<file path="src/rtl/weight_mux_pkg.sv">
// Shared types and elaboration helpers for the sequenced weight multiplexer.
package weight_mux_pkg;

  typedef enum logic [1:0] {
    ST_IDLE  = 2'd0,
    ST_RUN   = 2'd1,
    ST_DRAIN = 2'd2
  } seq_state_e;

  // True when SEL_W can address every input and NUM_IN is in the supported range.
  function automatic bit params_ok(input int num_in, input int sel_w);
    return (num_in >= 2) && (num_in <= 64) && ((64'd1 << sel_w) >= 64'(num_in));
  endfunction

endpackage

</file>
<file path="src/rtl/weight_slice_sel.sv">
// Combinational NUM_IN:1 weight selector; out-of-range indices return slice 0.
module weight_slice_sel #(
  parameter int WIDTH  = 19,
  parameter int NUM_IN = 28,
  parameter int SEL_W  = 6
) (
  input  logic [NUM_IN*WIDTH-1:0] wt_bus,
  input  logic [SEL_W-1:0]        idx,
  output logic [WIDTH-1:0]        data,
  output logic                    oob
);

  // NOTE: both outputs get a default before the loop so no path leaves them unassigned (no latch).
  always_comb begin
    data = wt_bus[WIDTH-1:0];
    oob  = 1'b1;
    for (int i = 0; i < NUM_IN; i++) begin
      if (idx == SEL_W'(i)) begin
        data = wt_bus[i*WIDTH +: WIDTH];
        oob  = 1'b0;
      end
    end
  end

endmodule

</file>
<file path="src/rtl/weight_seq_mux.sv">
// Registered weight multiplexer with manual indexing and an auto window sequencer on a valid/ready output.
module weight_seq_mux
  import weight_mux_pkg::*;
#(
  parameter int WIDTH  = 19,
  parameter int NUM_IN = 28,
  parameter int SEL_W  = 6
) (
  input  logic                    clk,
  input  logic                    rst,
  input  logic [NUM_IN*WIDTH-1:0] wt_bus,
  input  logic [SEL_W-1:0]        sel_in,
  input  logic                    sel_valid,
  input  logic                    start,
  input  logic [SEL_W-1:0]        base_idx,
  input  logic [SEL_W:0]          count,
  input  logic                    loop,
  input  logic                    stop,
  output logic [WIDTH-1:0]        wt_out,
  output logic [SEL_W-1:0]        wt_idx,
  output logic                    wt_valid,
  input  logic                    wt_ready,
  output logic                    busy,
  output logic                    done,
  output logic                    sel_err
);

  localparam logic [SEL_W-1:0] IDX_LAST = SEL_W'(NUM_IN - 1);
  localparam logic [SEL_W:0]   REM_ONE  = (SEL_W + 1)'(1);

  if (!params_ok(NUM_IN, SEL_W)) begin : g_param_err
    $error("weight_seq_mux: NUM_IN must be 2..64 and fit in SEL_W bits");
  end

  seq_state_e       state_q, state_d;
  logic [SEL_W-1:0] idx_q, idx_d;
  logic [SEL_W:0]   rem_q, rem_d;
  logic             loop_q, loop_d;
  logic [WIDTH-1:0] wt_out_q, wt_out_d;
  logic [SEL_W-1:0] wt_idx_q, wt_idx_d;
  logic             wt_valid_q, wt_valid_d;
  logic             sel_err_q, sel_err_d;
  logic             done_q, done_d;

  logic             load;
  logic             issue;
  logic [SEL_W-1:0] issue_idx;
  logic [WIDTH-1:0] sel_data;
  logic             sel_oob;

  weight_slice_sel #(
    .WIDTH (WIDTH),
    .NUM_IN(NUM_IN),
    .SEL_W (SEL_W)
  ) u_slice_sel (
    .wt_bus(wt_bus),
    .idx   (issue_idx),
    .data  (sel_data),
    .oob   (sel_oob)
  );

  assign load = !wt_valid_q || wt_ready;

  always_comb begin
    state_d    = state_q;
    idx_d      = idx_q;
    rem_d      = rem_q;
    loop_d     = loop_q;
    issue      = 1'b0;
    issue_idx  = idx_q;
    done_d     = 1'b0;

    unique case (state_q)
      ST_IDLE: begin
        if (start && (count != '0)) begin
          state_d = ST_RUN;
          idx_d   = base_idx;
          rem_d   = count;
          loop_d  = loop;
        end else if (sel_valid && load) begin
          issue     = 1'b1;
          issue_idx = sel_in;
        end
      end
      ST_RUN: begin
        if (load) begin
          issue = 1'b1;
          idx_d = (idx_q == IDX_LAST) ? '0 : idx_q + 1'b1;
          rem_d = rem_q - REM_ONE;
          if (rem_q == REM_ONE) begin
            if (loop_q && (count != '0)) begin
              idx_d = base_idx;
              rem_d = count;
            end else begin
              state_d = ST_DRAIN;
            end
          end
        end
        // Abort wins over both continuing and draining; a word issued this cycle is still delivered.
        if (stop) state_d = ST_IDLE;
      end
      ST_DRAIN: begin
        if (load) begin
          done_d  = 1'b1;
          state_d = ST_IDLE;
        end
      end
      default: state_d = ST_IDLE;
    endcase

    wt_out_d   = wt_out_q;
    wt_idx_d   = wt_idx_q;
    wt_valid_d = wt_valid_q && !wt_ready;
    sel_err_d  = 1'b0;
    if (issue) begin
      wt_out_d   = sel_data;
      wt_idx_d   = issue_idx;
      wt_valid_d = 1'b1;
      sel_err_d  = sel_oob;
    end
  end

  // NOTE: state registers use non-blocking assignments so every flop samples pre-edge values.
  always_ff @(posedge clk) begin
    if (rst) begin
      state_q    <= ST_IDLE;
      idx_q      <= '0;
      rem_q      <= '0;
      loop_q     <= 1'b0;
      wt_out_q   <= '0;
      wt_idx_q   <= '0;
      wt_valid_q <= 1'b0;
      sel_err_q  <= 1'b0;
      done_q     <= 1'b0;
    end else begin
      state_q    <= state_d;
      idx_q      <= idx_d;
      rem_q      <= rem_d;
      loop_q     <= loop_d;
      wt_out_q   <= wt_out_d;
      wt_idx_q   <= wt_idx_d;
      wt_valid_q <= wt_valid_d;
      sel_err_q  <= sel_err_d;
      done_q     <= done_d;
    end
  end

  assign wt_out   = wt_out_q;
  assign wt_idx   = wt_idx_q;
  assign wt_valid = wt_valid_q;
  assign sel_err  = sel_err_q;
  assign done     = done_q;
  assign busy     = (state_q != ST_IDLE);

endmodule
</file>
<file path="config.mk">
export PLATFORM = sky130hd
export DESIGN_NAME = weight_seq_mux
export DESIGN_NICKNAME = d
export VERILOG_FILES = /design/src/rtl/weight_mux_pkg.sv /design/src/rtl/weight_slice_sel.sv /design/src/rtl/weight_seq_mux.sv
export SDC_FILE = /design/constraint.sdc
export NUM_CORES = 1
export LEC_CHECK = 0
export ABC_AREA = 1
export CORE_AREA = 4 4 226 228
export DETAILED_ROUTE_END_ITERATION = 10
export DIE_AREA = 0 0 230 232
export PLACE_DENSITY_LB_ADDON = 0.08
export SETUP_SLACK_MARGIN = 0.4
export SLEW_MARGIN = 20
export SYNTH_ARGS = -nofsm -noshare
export SYNTH_HDL_FRONTEND = slang
export SYNTH_HIERARCHICAL = 1
export SYNTH_SLANG_ARGS = --single-unit
</file>
<file path="constraint.sdc">
create_clock -name clk -period 2.85 [get_ports clk]
set_input_delay 0.285 -clock clk [delete_from_list [all_inputs] [get_ports clk]]
set_output_delay 0.285 -clock clk [all_outputs]
set_load 0.05 [all_outputs]
</file>
**Word-level counts from Yosys, hierarchy flattened**

Cells that the tools add are included.
Widths: inputs -> output; s select.

- Register bits: 44
- Latch bits: 0
- RAM bits: 0
- Bits in read-only memories: 0
- Bits of input ports: 558
- Output and inout bits: 29
- Word-level logic and storage cells: 121
- Memories kept: 0

- $add $sub $neg: 2
- Multipliers: 0
- Div/mod/pow operators: 0
- Order comparisons: 0
- Eq/ne operators: 37
- Shift operators: 0
- Muxes and demuxes: 54
- Bitwise logic cells: 2
- Reductions and logical operators: 17

Operator list:

| operator | number |
|---|---|
| $mux 19 | 27 |
| $eq 6x5->1 const B | 13 |
| $eq 6x4->1 const B | 8 |
| $mux 6 | 8 |
| $reduce_or 29->1 | 1 |
| $mux 7 | 4 |
| $eq 6x3->1 const B | 4 |
| $pmux 7 s2 | 1 |
| $eq 6x2->1 const B | 2 |
| $mux 2 | 6 |
| $pmux 6 s2 | 1 |
| $ne 3x3->1 const B | 3 |
| $eq 7x1->1 const B | 1 |
| $reduce_bool 7->1 | 1 |
| $sub 7x1->7 const B | 1 |
| $add 6x1->6 const B | 1 |
| $eq 6x1->1 const B | 1 |
| $logic_not 6->1 | 1 |
| $ne 2x2->1 const B | 3 |
| $pmux 2 s3 | 1 |
| $mux 1 | 5 |
| $reduce_and 5->1 | 1 |
| $logic_and 1x1->1 | 4 |
| $reduce_bool 2->1 | 2 |
| 10 further kinds | 12 |

**Depth between registers and ports, before layout**

- Depth after elaboration: 34
- Gate-level depth with buffers: 39
- Mapped depth without buffers: 38

**By module**

Netlist, hierarchy kept.

By module, submodules not included:

| module | times used | cells each | area an instance (um^2) |
|---|---|---|---|
| weight_slice_sel | 1 | 1080 | 5114.9 |
| weight_seq_mux | 1 | 316 | 2290.9 |

**Worst setup path before layout**

Ideal clock, no wire load.

- Path type: reg2reg
- Start point: reg wt_valid_q (netlist: wt_valid)
- End point: reg wt_out_q[9] (netlist: wt_out[9])
- Arrival: 3.266 ns
- Required time: 2.736 ns
- Setup slack: -0.530 ns
- Cell stages (with the launch flop): 34
- Clock period less this slack: 3.380 ns
- Path through: dfxtp_1 > inv_1 > nor2_2 > nor2_1 > nand3_4 > buf_6 > nand2_1 > o21ai_1 > nor2_2 > nand3_1 > nand2_1 > inv_2 > clkbuf_1 > nand2_1 > o221ai_1 > nand2_1 > nand2_1 > nand2_1 > nand2_1 > nand2_1 > nand2_1 > nand2_1 > nand2_1 > nand2_1 > nand2_1 > nand2_1 > nand2_1 > nand2_1 > nand2_1 > nand2_1 > nand2_1 > a21oi_1 > nor2_1 > nor2_1

- Longest elaborated chain between the ends: 34

Ends and longest elaborated chain:

| element | RTL line | RTL |
|---|---|---|
| start: declaration | weight_seq_mux.sv:41 | `logic wt_valid_q, wt_valid_d;` |
| start signal: assignment | weight_seq_mux.sv:142 | `wt_valid_q <= wt_valid_d;` |
| $logic_not 1->1 * | weight_seq_mux.sv:62 | `assign load = !wt_valid_q \|\| wt_ready;` |
| $logic_or 1x1->1 * | weight_seq_mux.sv:62 |  |
| $logic_and 1x1->1 * | weight_seq_mux.sv:80 | `end else if (sel_valid && load) begin` |
| $mux 6 * | weight_seq_mux.sv:80 |  |
| $mux 6 * | weight_seq_mux.sv:75 | `if (start && (count != '0)) begin` |
| $mux 6 * | weight_seq_mux.sv:73 | `unique case (state_q)` |
| named net issue_idx[3] | weight_seq_mux.sv:47 | `logic [SEL_W-1:0] issue_idx;` |
| $eq 6x1->1 | weight_slice_sel.sv:18 | `if (idx == SEL_W'(i)) begin` |
| $mux 19 (26 in series) | weight_slice_sel.sv:18 |  |
| $mux 19 * | weight_slice_sel.sv:18 |  |
| named net sel_data[9] | weight_seq_mux.sv:48 | `logic [WIDTH-1:0] sel_data;` |
| end signal: assignment | weight_seq_mux.sv:140 | `wt_out_q <= wt_out_d;` |
| end: declaration | weight_seq_mux.sv:39 | `logic [WIDTH-1:0] wt_out_q, wt_out_d;` |

Mark *: on every way through the listed nets, which the timed path passes. The rest lies on a longest branch.
A chain may end at the register's enable or synchronous reset.

**Final worst setup path**

- Start point: reg wt_valid_q (netlist: wt_valid)
- End point: reg wt_out_q[13] (netlist: wt_out[13])

Same word-level chain as after synthesis.

==> flow_summary_export.csv <==
group,metric,value,unit
worst_setup_path,r2r_start,"wt_valid",
hold_path,min_path_cells,5,
hold_path,hold_class,"in -> reg",
clock_network,path_clk_slew,80,ps
clock_network,root_buffer,"clkbuf_16",
worst_setup_path,startpoint_type,"flip-flop",
power_and_ir_drop,total_power,5.88,mW
logic_synthesis,syn_inst,1396,
timing,maxSlewViolCount,0,
global_routing,grt_max_degree,30,
worst_setup_path,worstPathArrival,3890,ps
placement,io_buffers,586,
worst_setup_path,cp_max_fo,6,
clock_network,cts.sinks,44,
timing,rsz0062_at_grt,"yes",
die,io_pins,587,
worst_setup_path,cp.required,3050,ps
final_layout,layout-drive-gt1-share,0.277,
logic_synthesis,syn_area,7410,µm²
timing,max_slew.worst_pin.slew,879,ps
clock_network,htreeDepth,2,
logic_synthesis,synth_area_leaders,"nand2_1 22%, nor2_1 14%, dfxtp_1 12%",
worst_setup_path,r2r_slack,-840,ps
logic_synthesis,yosys.area.top_type,"nand2_1",
clock_network,cts_hold_buf,0,
worst_setup_path,cp_top_family,"simple AND/OR/NAND/NOR gates",
route,routed-wl-met2,32000,µm
final_layout,final_util,0.349,
die,dieArea,53400,µm²
route,route.detailed.drc,0,
logic_synthesis,synth_top_area_share,0.219,
power_and_ir_drop,power.density,345,nW/µm²
route,top_layer_used,"met5",
global_routing,grt_pass1_wl,88100,µm
timing,hold_viol,0,
logic_synthesis,yosysWarnings,6,
logic_synthesis,synth_nets,1957,
worst_setup_path,worstSetupPathType,"reg -> reg",
flow_run,maxCapViolations,0,
clock_network,clock_path_buffers,2,
logic_synthesis,synth-seq-cells,44,
die,die_h,232,µm
timing,fmax,271,MHz
worst_setup_path,cp_num_buf_inv,5,
hold_path,min_to,"rem_q[0]",
logic_synthesis,ys.flop_type,"dfxtp_1",
final_layout,syn2layout_area_growth,130,%
timing,min_period_over_period,1.29,
outcome,violations,"setup timing",
route,ant_nets,0,
logic_synthesis,ys_types,44,
power_and_ir_drop,vdd_ir_drop_max,0.227,mV
worst_setup_path,cp_common_cell,"nand2_2",
clock_network,cts_made_buffers,5,
final_layout,final_nets,2721,
worst_setup_path,cpMaxStageDelayCell,"dfxtp_4",
global_routing,antenna_found_initial,13,
power_and_ir_drop,power_leakage,7.26,nW
timing,skew,10.6,ps
global_routing,grt.total_usage,0.219,
route,wirelength,62500,µm
die,core,48800,µm²
outcome,status,"complete, but fails checks",
route,drtPass1Iterations,5,
route,routedLengthMet1,25900,µm
logic_synthesis,synth_edf_count,0,
logic_synthesis,yosysSeqAreaShare,0.119,
placement,place_congestion,0.920,
logic_synthesis,avgSynthCellArea,5.31,µm²
route,routed-wl-met3,3920,µm
timing,min_period,3690,ps
clock_network,cts_tree,"done",
logic_synthesis,async_reset_ff_frac,0,
clock_network,worstSkewPairLatency,300,ps
route,vias,12600,
route,vias_per_cell,4.44,
placement,hpwl,53600,µm
route,initialDrtViolationCount,640,
hold_path,min_from,"count[0]",
route,wl_per_cell,22.1,µm
worst_setup_path,cpPeakStageDelay,350,ps
worst_setup_path,rr_worst_depth,34,
die,num_rows,81,
die,initial_core_util,0.152,
die,die_width,230,µm
timing,max_slew_margin,0.412,
timing,setup_ws,-837,ps
worst_setup_path,r2r-end,"wt_out[13]",
global_routing,grt_pass1_vias,12800,
timing,setup_viol,20,
worst_setup_path,end_kind,"flip-flop",
global_routing,grt.overflow.total,0,
[stage by stage]
| stage | setup TNS (ps) | instances | instance area, µm² | setup WS [ps] | hold WS [ps] |
|---|---|---|---|---|---|
| final | -14660 | 2830 | 17100 | -837 | 422 |
| after global routing | -20500 | 2830 | 17100 | -1120 | 476 |
| after CTS | -16660 | 2815 | 16600 | -958 | 447 |
| after detailed placement | -29800 | 2782 | 15700 | -1660 | 487 |
| after global placement | -29060 | 2782 | 15700 | -1600 | 482 |
| after floorplan | -2300 | 1396 | 7590 | -154 | 354 |
[timing repair]
action	in CTS	in global routing
gates resized for setup	164	122
pin swaps	121	136
buffers inserted	22	9
setup endpoints to repair	20	20
gates cloned	3	1
[layout by cell type, fill, tap and decap left out, types with 31 or more instances in the layout]
cell	n
buf_4	203
o21ai_0	36
o21ai_1	36
a221oi_1	67
inv_1	82
dfxtp_1	43
nand2_1	286
nand2_2	142
nor2_1	255
a21oi_1	80
inv_2	31
clkdlybuf4s50_1	577
[per-layer routing]
metal / vias to the layer above / track usage
li1: 6212 / -
met1: 5936 / 0.266
met2: 372 / 0.404
met3: 40 / 0.0509
met4: 16 / 0.0244
met5: - / 0
[cell type report]
class / instances / area [µm²]
Fill cell: 5455 / 31800
Clock inverter: 3 / 18.8
Timing Repair Buffer: 830 / 8050
Tap cell: 664 / 831
Inverter: 129 / 531
Clock buffer: 5 / 125
Multi-Input combinational cell: 1148 / 6590
Antenna cell: 5 / 12.5
Sequential cell: 44 / 885
Timing Repair inverter: 2 / 13.8
[registers in the layout, indices dropped and copies added (netlist names)]
signal    cells
done          1
idx_q         6
loop_q        1
rem_q         7
sel_err       1
state_q       2
wt_idx        6
wt_out       19
wt_valid      1
[worst max-delay path by stage]
stage	startpoint	cells after the start	endpoint	slack, ps
after detailed placement	count[1]	33	wt_out[1]	-1660
after global placement	count[5]	33	wt_out[1]	-1600
after CTS	wt_valid	35	wt_out[3]	-960
final	wt_valid	34	wt_out[13]	-840
after global routing	wt_valid	38	wt_out[17]	-1120
after floorplan	wt_valid	33	wt_out[10]	-150
[report_power, final]
| part | total [mW] | internal, mW | switching, mW |
|---|---|---|---|
| Combinational | 4.50 | 2.09 | 2.40 |
| Sequential | 0.770 | 0.702 | 0.0684 |
| Clock | 0.614 | 0.325 | 0.289 |
| Total | 5.88 | 3.12 | 2.76 |
[cells by family after synthesis]
logic type	synth area share
muxes	0.00270
xor gates and xnor gates	0.00473
DFF	0.119
buffers and inverters	0.115
and+or+nand+nor	0.443
AOI/OAI and AO/OA	0.310
adders and majority gates	0.00507
[synth_stat cells, types with 2 or more instances]
cell type and number:
o211ai_1 13, clkbuf_1 43, nand3_1 36, a21oi_1 103, nand2_4 2, a221oi_1 71, nor2_4 4, o221a_1 11
nor3_1 10, nand2_2 6, nand3_4 2, nand4_1 4, nor2_1 272, a21oi_2 5, o21ai_0 37, dfxtp_1 44
xnor2_1 3, buf_2 19, o221a_2 22, or2_1 5, clkinv_1 6, inv_2 34, buf_1 4, o221ai_1 12
mux2i_1 2, buf_6 3, inv_1 89, nand3b_1 2, o21ai_2 9, nor2_2 13, ha_1 3, o21ai_1 48
or2_2 10, nand2_1 432, nand3_2 3, buf_4 6
[worst register-to-register path, delay by kind of cell, from the launching register on]
family,cells,cell delay [ps]
AO/OA/AOI/OAI,4,360
flip-flops,1,350
AND/OR/NAND/NOR,25,2220
buffers and inverters,5,640
(Power assumes the default switching activity.)
